--- src/rtl/intif_pkg.sv ---
// Shared definitions for the interrupt interface: FSM states, the mip and
// mstatus bit positions, the machine-interrupt mcause codes, and the fixed
// priority arbiter.
package intif_pkg;

    localparam int REG_DATA_WIDTH = 32;

    typedef enum logic [1:0] {
        IDLE    = 2'd0,
        REQ     = 2'd1,
        HOLDOFF = 2'd2
    } intif_state_t;

    localparam int MIP_MEIP    = 11;
    localparam int MIP_MTIP    = 7;
    localparam int MIP_MSIP    = 3;
    localparam int MSTATUS_MIE = 3;

    localparam logic [REG_DATA_WIDTH-1:0] MCAUSE_MEI = 32'h8000000B;
    localparam logic [REG_DATA_WIDTH-1:0] MCAUSE_MSI = 32'h80000003;
    localparam logic [REG_DATA_WIDTH-1:0] MCAUSE_MTI = 32'h80000007;

    // Fixed priority MEI > MSI > MTI. Returns 0 when nothing is enabled.
    function automatic logic [REG_DATA_WIDTH-1:0] pick_mcause(
        input logic [REG_DATA_WIDTH-1:0] en
    );
        if (en[MIP_MEIP])      return MCAUSE_MEI;
        else if (en[MIP_MSIP]) return MCAUSE_MSI;
        else if (en[MIP_MTIP]) return MCAUSE_MTI;
        else                   return '0;
    endfunction

endpackage

--- src/rtl/intif_sync.sv ---
// intif_sync: STAGES-deep flop chain bringing one asynchronous level into
// the clk domain.
//   clk    core clock
//   rst    synchronous active-high reset, clears every stage
//   d_i    asynchronous input level
//   q_o    synchronised level (last stage)
module intif_sync #(
    parameter int STAGES = 2
) (
    input  logic clk,
    input  logic rst,
    input  logic d_i,
    output logic q_o
);

    logic [STAGES-1:0] chain_q;

    generate
        if (STAGES == 1) begin : g_one
            always_ff @(posedge clk) begin
                if (rst) chain_q <= '0;
                else     chain_q <= d_i;
            end
        end else begin : g_many
            always_ff @(posedge clk) begin
                if (rst) chain_q <= '0;
                else     chain_q <= {chain_q[STAGES-2:0], d_i};
            end
        end
    endgenerate

    assign q_o = chain_q[STAGES-1];

endmodule

--- src/rtl/interrupt_interface.sv ---
// interrupt_interface: synchronises the machine-level interrupt lines into a
// registered mip image, qualifies it with mie and mstatus.MIE, and presents a
// held interrupt request plus mcause to commit. After commit acknowledges,
// a short holdoff gives csrfile time to apply the mstatus write before the
// next arbitration.
//   clk, rst                          clock, synchronous active-high reset
//   all_intif_int_{ext,timer,software}_req  async interrupt levels
//   csrf_all_mie_data                 current mie
//   csrf_all_mstatus_data             current mstatus (only MIE is used)
//   intif_csrf_mip_data               registered mip image
//   intif_commit_has_interrupt        registered request to commit
//   intif_commit_mcause_data          registered mcause of the request
//   commit_intif_ack                  one-cycle pulse: trap taken
module interrupt_interface
    import intif_pkg::*;
#(
    parameter int SYNC_STAGES    = 2,
    parameter int HOLDOFF_CYCLES = 2
) (
    input  logic                      clk,
    input  logic                      rst,
    input  logic                      all_intif_int_ext_req,
    input  logic                      all_intif_int_timer_req,
    input  logic                      all_intif_int_software_req,
    input  logic [REG_DATA_WIDTH-1:0] csrf_all_mie_data,
    input  logic [REG_DATA_WIDTH-1:0] csrf_all_mstatus_data,
    output logic [REG_DATA_WIDTH-1:0] intif_csrf_mip_data,
    output logic                      intif_commit_has_interrupt,
    output logic [REG_DATA_WIDTH-1:0] intif_commit_mcause_data,
    input  logic                      commit_intif_ack
);

    localparam int CNT_W = (HOLDOFF_CYCLES > 1) ? $clog2(HOLDOFF_CYCLES) : 1;

    logic ext_s, timer_s, sw_s;

    intif_sync #(.STAGES(SYNC_STAGES)) u_sync_ext (
        .clk(clk), .rst(rst), .d_i(all_intif_int_ext_req), .q_o(ext_s)
    );
    intif_sync #(.STAGES(SYNC_STAGES)) u_sync_timer (
        .clk(clk), .rst(rst), .d_i(all_intif_int_timer_req), .q_o(timer_s)
    );
    intif_sync #(.STAGES(SYNC_STAGES)) u_sync_sw (
        .clk(clk), .rst(rst), .d_i(all_intif_int_software_req), .q_o(sw_s)
    );

    logic [REG_DATA_WIDTH-1:0] mip_d, mip_q;
    logic [REG_DATA_WIDTH-1:0] en;
    intif_state_t              state_d, state_q;
    logic                      has_d, has_q;
    logic [REG_DATA_WIDTH-1:0] mcause_d, mcause_q;
    logic [CNT_W-1:0]          cnt_d, cnt_q;

    always_comb begin
        mip_d           = '0;
        mip_d[MIP_MEIP] = ext_s;
        mip_d[MIP_MTIP] = timer_s;
        mip_d[MIP_MSIP] = sw_s;
    end

    assign en = mip_q & csrf_all_mie_data
              & {REG_DATA_WIDTH{csrf_all_mstatus_data[MSTATUS_MIE]}};

    // The low five bits of each mcause code equal the mip bit position of
    // its source, so the latched mcause directly indexes the enable vector
    // to detect withdrawal.
    always_comb begin
        state_d  = state_q;
        has_d    = has_q;
        mcause_d = mcause_q;
        cnt_d    = cnt_q;
        unique case (state_q)
            IDLE: begin
                if (|en) begin
                    state_d  = REQ;
                    has_d    = 1'b1;
                    mcause_d = pick_mcause(en);
                end
            end
            REQ: begin
                if (commit_intif_ack) begin
                    state_d  = HOLDOFF;
                    has_d    = 1'b0;
                    mcause_d = '0;
                    cnt_d    = CNT_W'(HOLDOFF_CYCLES - 1);
                end else if (!en[mcause_q[4:0]]) begin
                    state_d  = IDLE;
                    has_d    = 1'b0;
                    mcause_d = '0;
                end
            end
            HOLDOFF: begin
                if (cnt_q == '0) state_d = IDLE;
                else             cnt_d   = cnt_q - 1'b1;
            end
            default: begin
                state_d  = IDLE;
                has_d    = 1'b0;
                mcause_d = '0;
                cnt_d    = '0;
            end
        endcase
    end

    always_ff @(posedge clk) begin
        if (rst) begin
            mip_q    <= '0;
            state_q  <= IDLE;
            has_q    <= 1'b0;
            mcause_q <= '0;
            cnt_q    <= '0;
        end else begin
            mip_q    <= mip_d;
            state_q  <= state_d;
            has_q    <= has_d;
            mcause_q <= mcause_d;
            cnt_q    <= cnt_d;
        end
    end

    assign intif_csrf_mip_data        = mip_q;
    assign intif_commit_has_interrupt = has_q;
    assign intif_commit_mcause_data   = mcause_q;

    logic unused_mstatus;
    assign unused_mstatus = ^{csrf_all_mstatus_data[REG_DATA_WIDTH-1:MSTATUS_MIE+1],
                              csrf_all_mstatus_data[MSTATUS_MIE-1:0]};

endmodule

--- config.mk ---
export PLATFORM = sky130hd
export DESIGN_NAME = interrupt_interface
export DESIGN_NICKNAME = d
export VERILOG_FILES = /design/src/rtl/intif_pkg.sv /design/src/rtl/intif_sync.sv /design/src/rtl/interrupt_interface.sv
export SDC_FILE = /design/constraint.sdc
export NUM_CORES = 1
export LEC_CHECK = 0
export CAP_MARGIN = 20
export CORE_MARGIN = 8
export CORE_UTILIZATION = 23
export CTS_BUF_LIST = sky130_fd_sc_hd__clkbuf_16
export DETAILED_ROUTE_END_ITERATION = 6
export GPL_TIMING_DRIVEN = 0
export PLACE_DENSITY = 0.76
export SETUP_SLACK_MARGIN = 0.4
export SLEW_MARGIN = 20
export SYNTH_ARGS = -nofsm -noshare
export SYNTH_HDL_FRONTEND = slang
export SYNTH_SLANG_ARGS = --single-unit
--- constraint.sdc ---
create_clock -name clk -period 1.1 [get_ports clk]
set_input_delay 0.165 -clock clk [delete_from_list [all_inputs] [get_ports clk]]
set_output_delay 0.165 -clock clk [all_outputs]
set_load 0.005 [all_outputs]
==> flow_summary.json <==
{
  "async_reset_ff_share_pct": 0,
  "synth-seq-cells": 16,
  "crit_family": "compound AO/OA/AOI/OAI gates",
  "grtUsageTotal_pct": 6.08,
  "cap_violations": 0,
  "diodes": 0,
  "crit_path_start_kind": "flip-flop",
  "synthFlopType": "dfxtp_1",
  "routed_wl_um": 2470,
  "cts_made_buffers": 3,
  "antenna_found_initial": 0,
  "top_level_ports": 135,
  "viasPerCell": 3.21,
  "dp.cells": 246,
  "power.density_nw_per_um2": 894,
  "drt_iter0_drc": 42,
  "setup_viol": 5,
  "clk_latency_ps": 250,
  "grt_pass1_wl_um": 3560,
  "path_buf_inv": 0,
  "layout_setup_ws_ps": -136,
  "cts_root_buf": "clkbuf_16",
  "slew_violations": 0,
  "syn2layout_area_growth_pct": 70.6,
  "synth_edf_count": 0,
  "clkTransAtPathRegs_ps": 50,
  "die_y_um": 84.2,
  "hold_violations": 0,
  "die_w_um": 84.2,
  "gp_congestion": 0.724,
  "h-tree-depth": 1,
  "status": "complete, but fails checks",
  "cts_sinks": 16,
  "ant_nets": 0,
  "dr_total_vias": 843,
  "multi_input_area_um2": 554,
  "cp_data_required_time_ps": 1260,
  "instances_no_fill": 263,
  "first_global_vias": 758,
  "arrival_ps": 1400,
  "hold_ws_ps": 330,
  "min_path_type": "in2reg",
  "fp.coreArea_um2": 4600,
  "wl_per_cell_um": 9.37,
  "endpoint_kind": "flip-flop",
  "fin_crit_sh_pct": 112,
  "dp_hpwl_um": 1880,
  "synth_area_um2": 1070,
  "final.fill_count": 449,
  "p_leak_nw": 0.950,
  "max_clock_freq_ghz": 0.809,
  "violations": "negative setup slack",
  "worst-setup-path-type": "reg2reg",
  "avgSynthCellArea_um2": 8.99,
  "cts_tree": "yes",
  "grt.overflow.total": 0,
  "yosysSeqAreaShare_pct": 29.9,
  "numPortBuffers": 18,
  "cp_slowest_cell": "dfxtp_4",
  "seqCellArea_um2": 340,
  "fp-row-count": 25,
  "cpPeakStageDelay_ps": 370,
  "synth_cells": 119,
  "drive_gt1_share_pct": 51.2,
  "cts_buffer_depth": 2,
  "rsz0062_at_grt": "true",
  "crit_fanout": 7,
  "min_period_ps": 1240,
  "ys.warnings.count": 0,
  "route.detailed.drc": 0,
  "clock_skew_ps": 3.63,
  "grt_max_degree": 11,
  "path_cells": "nand4b_1, o311ai_4, nand2_2, a221oi_2",
  "nets": 280,
  "dieArea_um2": 7090,
  "irDropWorstVdd_mv": 0.579,
  "synth_cell_type_count": 29,
  "initial_core_util_pct": 23.3,
  "drt_first_pass_iters": 4
}
==> path summary, 6_finish.rpt <==
check / startpoint / endpoint / slack (ps) / depth (start not counted)
setup reg to reg: intif_commit_mcause_data[2] / intif_commit_has_interrupt / -140 / 4
hold reg to reg: state_q[1] / cnt_q / 430 / 1
hold / removal: rst / intif_csrf_mip_data[11] / 330 / 2
setup / recovery: intif_commit_mcause_data[2] / intif_commit_has_interrupt / -140 / 4
==> cell usage after synthesis, types with 2 or more instances <==
cell type | number | area (µm²)
nand3b_1 | 2 | 15.0
nor2b_1 | 9 | 56.3
buf_4 | 58 | 435
a21oi_1 | 4 | 20.0
inv_1 | 2 | 7.51
nand4b_1 | 2 | 17.5
nor2_1 | 2 | 7.51
nand2_1 | 4 | 15.0
dfxtp_1 | 16 | 320
==> worst register-to-register path, cell delays in order, from the launching register on <==
cell	delay, ps
dfxtp_4	370
nand4b_1	230
o311ai_4	150
nand2_2	140
a221oi_2	260
==> cells in the final DEF, fill, tap and decap left out, types with 2 or more instances in the layout <==
cell              n
nand2_2           3
buf_6            17
dfxtp_2           4
nand3b_1          2
nand4b_1          2
clkdlybuf4s50_1   3
nor2b_1           9
dfxtp_1           8
clkbuf_16         3
a21oi_2           3
conb_1           56
buf_4            63
nor2_1            2
dlygate4sd2_1     4
inv_1             2
a21oi_1           2
dfxtp_4           4
==> stage by stage <==
stage	setup WS, ps	area, µm²	TNS [ps]	power, mW	util, %
final	-136	1830	-434	1.63	39.7
after global routing	-187	1830	-759	1.70	39.7
after CTS	-91.6	1740	-368	1.63	37.8
after detailed placement	-438	1570	-3760	0.912	34.1
after global placement	-412	1570	-3630	0.910	34.1
after floorplan	-14.6	1320	-22.9	0.846	-
==> cell type report <==
class | count | area share [%]
multi-input cells | 96 | 30.4
repair buffers | 31 | 16.9
well taps | 54 | 3.70
clock buffers | 3 | 4.11
flip-flops and latches | 16 | 18.6
inverters | 2 | 0.411
plain buffers | 60 | 25.6
clock inverters | 1 | 0.206
==> cell families after synthesis <==
| group | count (synthesis) | share of synthesized area, % |
|---|---|---|
| and+or+nand+nor | 27 | 16.4 |
| other | 1 | 0.351 |
| DFF | 16 | 29.9 |
| buffers and inverters | 62 | 42.2 |
| AOI/OAI and AO/OA | 13 | 11.1 |
==> layer usage <==
layer,global-route usage [%],vias to the layer above,part of all wire [%]
met5,0,-,0
met4,4.24,0,2.5
met3,2.90,6,11
met2,10.7,44,53
met1,5.33,343,34
li1,-,450,-
==> what timing repair did <==
action,CTS,global route
buffers inserted,6,7
setup endpoints to repair,25,17
endpoints found under the hold margin,0,0
cloned,0,0
hold buffers,0,0
resized for setup,57,14
pin swaps,5,5
==> report_power, final <==
group / internal [mW] / switching (mW)
clock: 0.482 / 0.222
sequential: 0.592 / 0.00945
combinational: 0.203 / 0.124
total: 1.28 / 0.355
==> flip-flops by register name, summed over array words and instances (netlist names) <==
signal / cells
cnt_q: 1
intif_commit_has_interrupt: 1
intif_commit_mcause_data: 3
intif_csrf_mip_data: 3
state_q: 2
u_sync_ext.chain_q: 2
u_sync_sw.chain_q: 2
u_sync_timer.chain_q: 2
(Power assumes the default switching activity.)
